**src/rtl/multi_clkdiv.sv**
```systemverilog
// multi_clkdiv: NCH independent clock-enable dividers with staged divisor writes, global run/sync.
// Optional square-wave outputs are built only when MULTI_CLKDIV_SQW_EN is defined.
module multi_clkdiv #(
    parameter int NCH     = 4,
    parameter int CW      = 27,
    parameter int DEF_DIV = 25000000,
    localparam int WCW    = (NCH > 1) ? $clog2(NCH) : 1
) (
    input  logic           clk,
    input  logic           clr,
    input  logic           en,
    input  logic           sync,
    input  logic           wr,
    input  logic [WCW-1:0] wr_ch,
    input  logic [CW-1:0]  wr_div,
    output logic [NCH-1:0] tick,
    output logic [NCH-1:0] sqw,
    output logic [NCH-1:0] pend
);

    logic [CW-1:0]  r_div  [NCH];
    logic [CW-1:0]  r_cnt  [NCH];
    logic [CW-1:0]  r_pdiv [NCH];
    logic [NCH-1:0] r_pend;
    logic [NCH-1:0] r_tick;
    logic [NCH-1:0] w_wrap;

    // A channel wraps when it is running with a non-zero divisor and its count reaches div-1.
    always_comb begin
        w_wrap = '0;
        for (int i = 0; i < NCH; i++) begin
            w_wrap[i] = en && !sync && (r_div[i] != '0) && (r_cnt[i] == r_div[i] - CW'(1));
        end
    end

    always_ff @(posedge clk) begin
        if (clr) begin
            for (int i = 0; i < NCH; i++) begin
                r_div[i]  <= CW'(DEF_DIV);
                r_cnt[i]  <= '0;
                r_pdiv[i] <= '0;
            end
            r_pend <= '0;
            r_tick <= '0;
        end else begin
            for (int i = 0; i < NCH; i++) begin
                if (sync) begin
                    r_cnt[i]  <= '0;
                    r_tick[i] <= 1'b0;
                    if (r_pend[i]) begin
                        r_div[i]  <= r_pdiv[i];
                        r_pend[i] <= 1'b0;
                    end
                end else if (!en) begin
                    r_tick[i] <= 1'b0;
                end else if (r_div[i] == '0) begin
                    r_cnt[i]  <= '0;
                    r_tick[i] <= 1'b0;
                    if (r_pend[i]) begin
                        r_div[i]  <= r_pdiv[i];
                        r_pend[i] <= 1'b0;
                    end
                end else if (w_wrap[i]) begin
                    r_cnt[i]  <= '0;
                    r_tick[i] <= 1'b1;
                    if (r_pend[i]) begin
                        r_div[i]  <= r_pdiv[i];
                        r_pend[i] <= 1'b0;
                    end
                end else begin
                    r_cnt[i]  <= r_cnt[i] + CW'(1);
                    r_tick[i] <= 1'b0;
                end
                // NOTE: this write comes last so a same-cycle write overrides the pend clear
                // from a wrap or sync above; the old pdiv is applied, the new one stays staged.
                if (wr && (wr_ch == WCW'(i))) begin
                    r_pdiv[i] <= wr_div;
                    r_pend[i] <= 1'b1;
                end
            end
        end
    end

`ifdef MULTI_CLKDIV_SQW_EN
    logic [NCH-1:0] r_sqw;

    always_ff @(posedge clk) begin
        if (clr || sync) begin
            r_sqw <= '0;
        end else begin
            r_sqw <= r_sqw ^ w_wrap;
        end
    end

    assign sqw = r_sqw;
`else
    assign sqw = '0;
`endif

    assign tick = r_tick;
    assign pend = r_pend;

endmodule

```
**config.mk**
```make
export PLATFORM = sky130hd
export DESIGN_NAME = multi_clkdiv
export DESIGN_NICKNAME = d
export VERILOG_FILES = /design/src/rtl/multi_clkdiv.sv
export SDC_FILE = /design/constraint.sdc
export NUM_CORES = 1
export LEC_CHECK = 0
export CAP_MARGIN = 30
export CORE_MARGIN = 1.5
export CORE_UTILIZATION = 35
export CTS_BUF_LIST = sky130_fd_sc_hd__clkbuf_2
export CTS_CLUSTER_DIAMETER = 200
export DETAILED_ROUTE_END_ITERATION = 8
export MAX_ROUTING_LAYER = met4
export PLACE_DENSITY_LB_ADDON = 0.08
export RECOVER_POWER = 50
export SETUP_SLACK_MARGIN = 0.3
export SLEW_MARGIN = 20
export SYNTH_ARGS = -nofsm -noshare
export SYNTH_HDL_FRONTEND = slang
export SYNTH_SLANG_ARGS = --single-unit
```
**constraint.sdc**
```tcl
create_clock -name clk -period 7.1 [get_ports clk]
set_input_delay 1.065 -clock clk [delete_from_list [all_inputs] [get_ports clk]]
set_output_delay 1.065 -clock clk [all_outputs]
set_load 0.02 [all_outputs]
```
---- Word level (Yosys, flattened, before mapping) ----
Memories as Yosys holds them, arrays and structs flattened.
Cells that the tools add are included.
word-level totals
  flip-flop bits (word level) ............. 8
  bits in writable memories ............... 324
  word-level logic and storage cells ...... 287
  memories ................................ 3
memory list
  memory  words  bits a word  read ports  clocked after memory_dff  wr ports  RTL line  source
  r_cnt   4      27           4           0                         4         22        logic [CW-1:0] r_cnt [NCH];
  r_div   4      27           4           0                         4         21        logic [CW-1:0] r_div [NCH];
  r_pdiv  4      27           4           0                         4         23        logic [CW-1:0] r_pdiv [NCH];
cells by class
  add/subtract/negate cells ............... 8
  equal/unequal tests ..................... 7
  mux-type cells .......................... 197
  bitwise operators ....................... 32
  reductions and logical operators ........ 35
operators by type and width
  operator                                            count
  two-way mux 27 bit                                  32
  two-way mux 1 bit                                   165
  adder 27 x 1 -> 27 bit, second input constant       4
  == test 27 bit                                      4
  zero test 27 bit                                    4
  nonzero test 27 bit                                 4
  subtractor 27 x 1 -> 27 bit, second input constant  4
  bitwise OR 1 bit                                    32
  nonzero test 4 bit                                  4
  logical AND 1 bit                                   13
  nonzero test 3 bit                                  4
  AND reduction 2 bit                                 4
  == test 2 bit, second input constant                2
  == test 2 x 1 -> 1 bit, second input constant       1
  zero test 2 bit                                     1
  zero test 1 bit                                     1

---- Longest topological paths before layout ----
  depth in word-level cells ............... 12
  depth in mapped cells ................... 13
  gate-level depth less buffers ........... 10

---- Worst setup path before layout ----
No wires, ideal clock.
  path kind ............................... register to register
  start point ............................. memory r_div[0][0]
  end point ............................... memory r_div[0][0], enable pin
  setup time .............................. 0.413 ns
  arrival time ............................ 4.054 ns
  path slack .............................. 2.633 ns
  cell stages (with the launch flop) ...... 13
  period minus slack after synthesis ...... 4.467 ns
  path through ............................ edfxtp_1 clkbuf_1 inv_1 ha_1 nor3b_2 nand4_1 or4_1 a21oi_1 nor2_1 or4_1 buf_2 buf_6 o311ai_2
RTL lines
  what         RTL line
  from (decl)  21

==> results.yml <==
outcome:
  status: "finished, violations left"
  violations: "capacitance limit, slew limit"
worst_setup_path:
  critPathArrivalTime_ns: 5.44
  cp_max_fo: 28
  startpoint: "clr"
  critPathLaunchType: "input port"
  crit_slowest_cell: "clkbuf_1"
  required_ns: 7.73
  path_cells: "dlygate4sd3_1 -> clkbuf_1 -> nor2_1 -> nand2_1 -> clkbuf_1 -> o221a_2"
  r2r_start: "r_div[1][0]"
  critPathMaxStageDelay_ns: 1.21
  worstSetupEndpointType: "flop"
  path_class: "input port to flop"
  crit_top_cell: "clkbuf_1"
drt:
  vias_per_cell: 5.311
  drtAntennaViolNets: 0
  drt_wl_total_um: 51600
  vias: 13990
  firstDrtPassIters: 5
  remaining_drc_errors: 0
  drt-wirelength-per-cell_um: 19.58
  drt_iter0_drc: 867
die:
  die_h_um: 235.9
  dieArea_sq_um: 55660
  ios: 46
  core-area_sq_um: 53710
  start_util_pct: 35.36
  die_width_um: 235.9
  num_rows: 85
logic_synthesis:
  synth-warning-count: 0
  yosysMostFrequentCell: "edfxtp_1"
  synth_top_area_share_pct: 51.24
  yosys-top-cells-count: "edfxtp_1 (324), nor2_1 (188), xnor2_1 (140)"
  synth_edf_count: 324
  synth.ff_latch_count: 332
  yosys.area.top_type: "edfxtp_1"
  synth_area_sq_um: 18990
  yosysSeqAreaShare_pct: 52.08
  synthCells: 1779
  synthFlopType: "edfxtp_1"
  avgSynthCellArea_sq_um: 10.67
  synth_area_leaders: "edfxtp_1 (51%), xnor2_1 (6.5%), xor2_1 (4.5%), and2_1 (3.8%), nor2_1 (3.7%)"
  ys_types: 87
  synthArstFlopShare_pct: 0
clock_tree:
  cts_buffers: 94
  clock-sinks: 332
  clock_path_buffers: 3
  cts-htree-levels: 3
  path_clk_slew_ns: 0.09
  post-cts-setup-buffers: 0
  postCtsResizedCells: 0
  clockRootBuffer: "clkbuf_2"
  clk_latency_ns: 1.09
  cts_hold_buffers: 0
  cts_tree: "built"
grt:
  grt_pass1_wl_um: 80680
  grt_usage_pct: 19.25
  grt_pass1_vias: 13960
  grt_max_degree: 32
  antenna_found_initial: 8
  grt_remaining_overflow: 0
final_layout:
  seq_area_sq_um: 9889
  fin_nets: 1901
  area_growth_pct: 10.36
  fillCellCount: 5327
  final_layout_size_suffix_gt1_share_pct: 10.86
  finish.utilization_pct: 39.02
  multi_input_area_sq_um: 8592
sta:
  slew_viol_final: 113
  fmax_mhz: 208.2
  worst_pin_slew_ns: 1.750
  rsz0062_at_grt: "no"
  fin_ws_ns: 2.296
  finalCritPeriodShare_pct: 67.66
  finalClockSkew_ns: 0.1020
  period_minus_slack_ns: 4.804
  setup_viol: 0
  setup_tns_ns: 0
  hold_viol_final: 0
  max-slew-margin-rel_pct: -16.68
pwr:
  ir_drop_mv: 0.08834
  power_density_nw_per_um2: 199.4
  leakagePower_uw: 0.006777
  total_power_uw: 4178
placement:
  portBuffers: 41
  place.gp.congestion: 0.8838
  place_ws_ns: 2.384
  hpwl_um: 36110
run:
  maxCapViolCount: 4
min_path:
  hp-start: "r_pdiv[2][11]"
  hold_path_class: "flop to flop"
[through the flow]
step	instance area [sq um]	instances	hold WS (ns)
2_1_floorplan	19000	1782	0.4737
3_3_place_gp	20040	2451	0.4796
3_5_place_dp	20090	2455	0.4848
4_1_cts	21000	2629	0.4329
5_1_grt	20950	2634	0.5043
6_report	20960	2635	0.4406
[cells in the final DEF (no fill, tap or decap), types with 12 or more instances in the layout]
master           instances
a21boi_0                13
a21o_1                  16
a21oi_1                 20
and2_0                  51
and2_1                  64
and3_1                  38
and4_1                  24
clkbuf_2               157
clkdlybuf4s50_1         32
clkinv_1                13
edfxtp_1               324
inv_1                   31
nand2_1                 97
nand2b_1                12
nand3_1                 99
nand4_1                 42
nor2_1                 188
nor2b_1                 12
nor3_1                  91
nor4_1                  64
o211ai_1                12
o21ai_0                 30
or3_1                   27
or4_1                   13
xnor2_1                140
xor2_1                  97
[final timing paths]
| path | end | slack (ns) | depth (start not counted) |
|---|---|---|---|
| hold / removal | r_div[2][11] | 0.44 | 1 |
| hold reg to reg | r_div[2][11] | 0.44 | 1 |
| setup / recovery | r_div[3][17] | 2.30 | 6 |
| setup reg to reg | r_div[1][6] | 2.57 | 11 |
[power breakdown]
| group | leakage [uW] | internal, uW | switching (uW) |
|---|---|---|---|
| Sequential | 0.00334 | 2250 | 97.9 |
| Clock | 0.000708 | 648 | 862 |
| Combinational | 0.00273 | 121 | 201 |
[flip-flops by register name (all words and copies together) (netlist names)]
| name | count |
|---|---|
| pend | 4 |
| r_cnt | 108 |
| r_div | 108 |
| r_pdiv | 108 |
| tick | 4 |
[logic make-up (layout without fill, tap and decap cells)]
group,after synthesis,count (layout),synth area share [%]
and+or+nand+nor,898,898,26.27
DFF,332,332,52.08
xor gates and xnor gates,237,237,10.93
AOI/OAI and AO/OA,171,171,6.589
buffers and inverters,118,270,2.787
adders and majority gates,11,11,0.7248
muxes,11,11,0.5996
other,1,9,0.01975
[routing by layer]
metal  routed length, um  track usage, %
met1               24670           25.58
met5                   0               -
met4                1250           7.116
met3                2265           3.733
met2               23420           29.12
[worst max-delay path, delay by kind of cell]
| kind | cells | cell delay [ns] |
|---|---|---|
| simple gates | 2 | 0.85 |
| buf+inv | 3 | 2.61 |
| compound gates | 1 | 0.87 |
[cell type report]
| cell class | count | share of cell area, % |
|---|---|---|
| flip-flops and latches | 332 | 47.19 |
| multi-input cells | 1332 | 41.00 |
| well taps | 696 | 4.155 |
| clock buffers | 157 | 3.749 |
| repair buffers | 64 | 2.675 |
| clock inverters | 17 | 0.5971 |
| inverters | 32 | 0.5732 |
| diodes | 5 | 0.05971 |
Power figures use the tool's default switching activity.
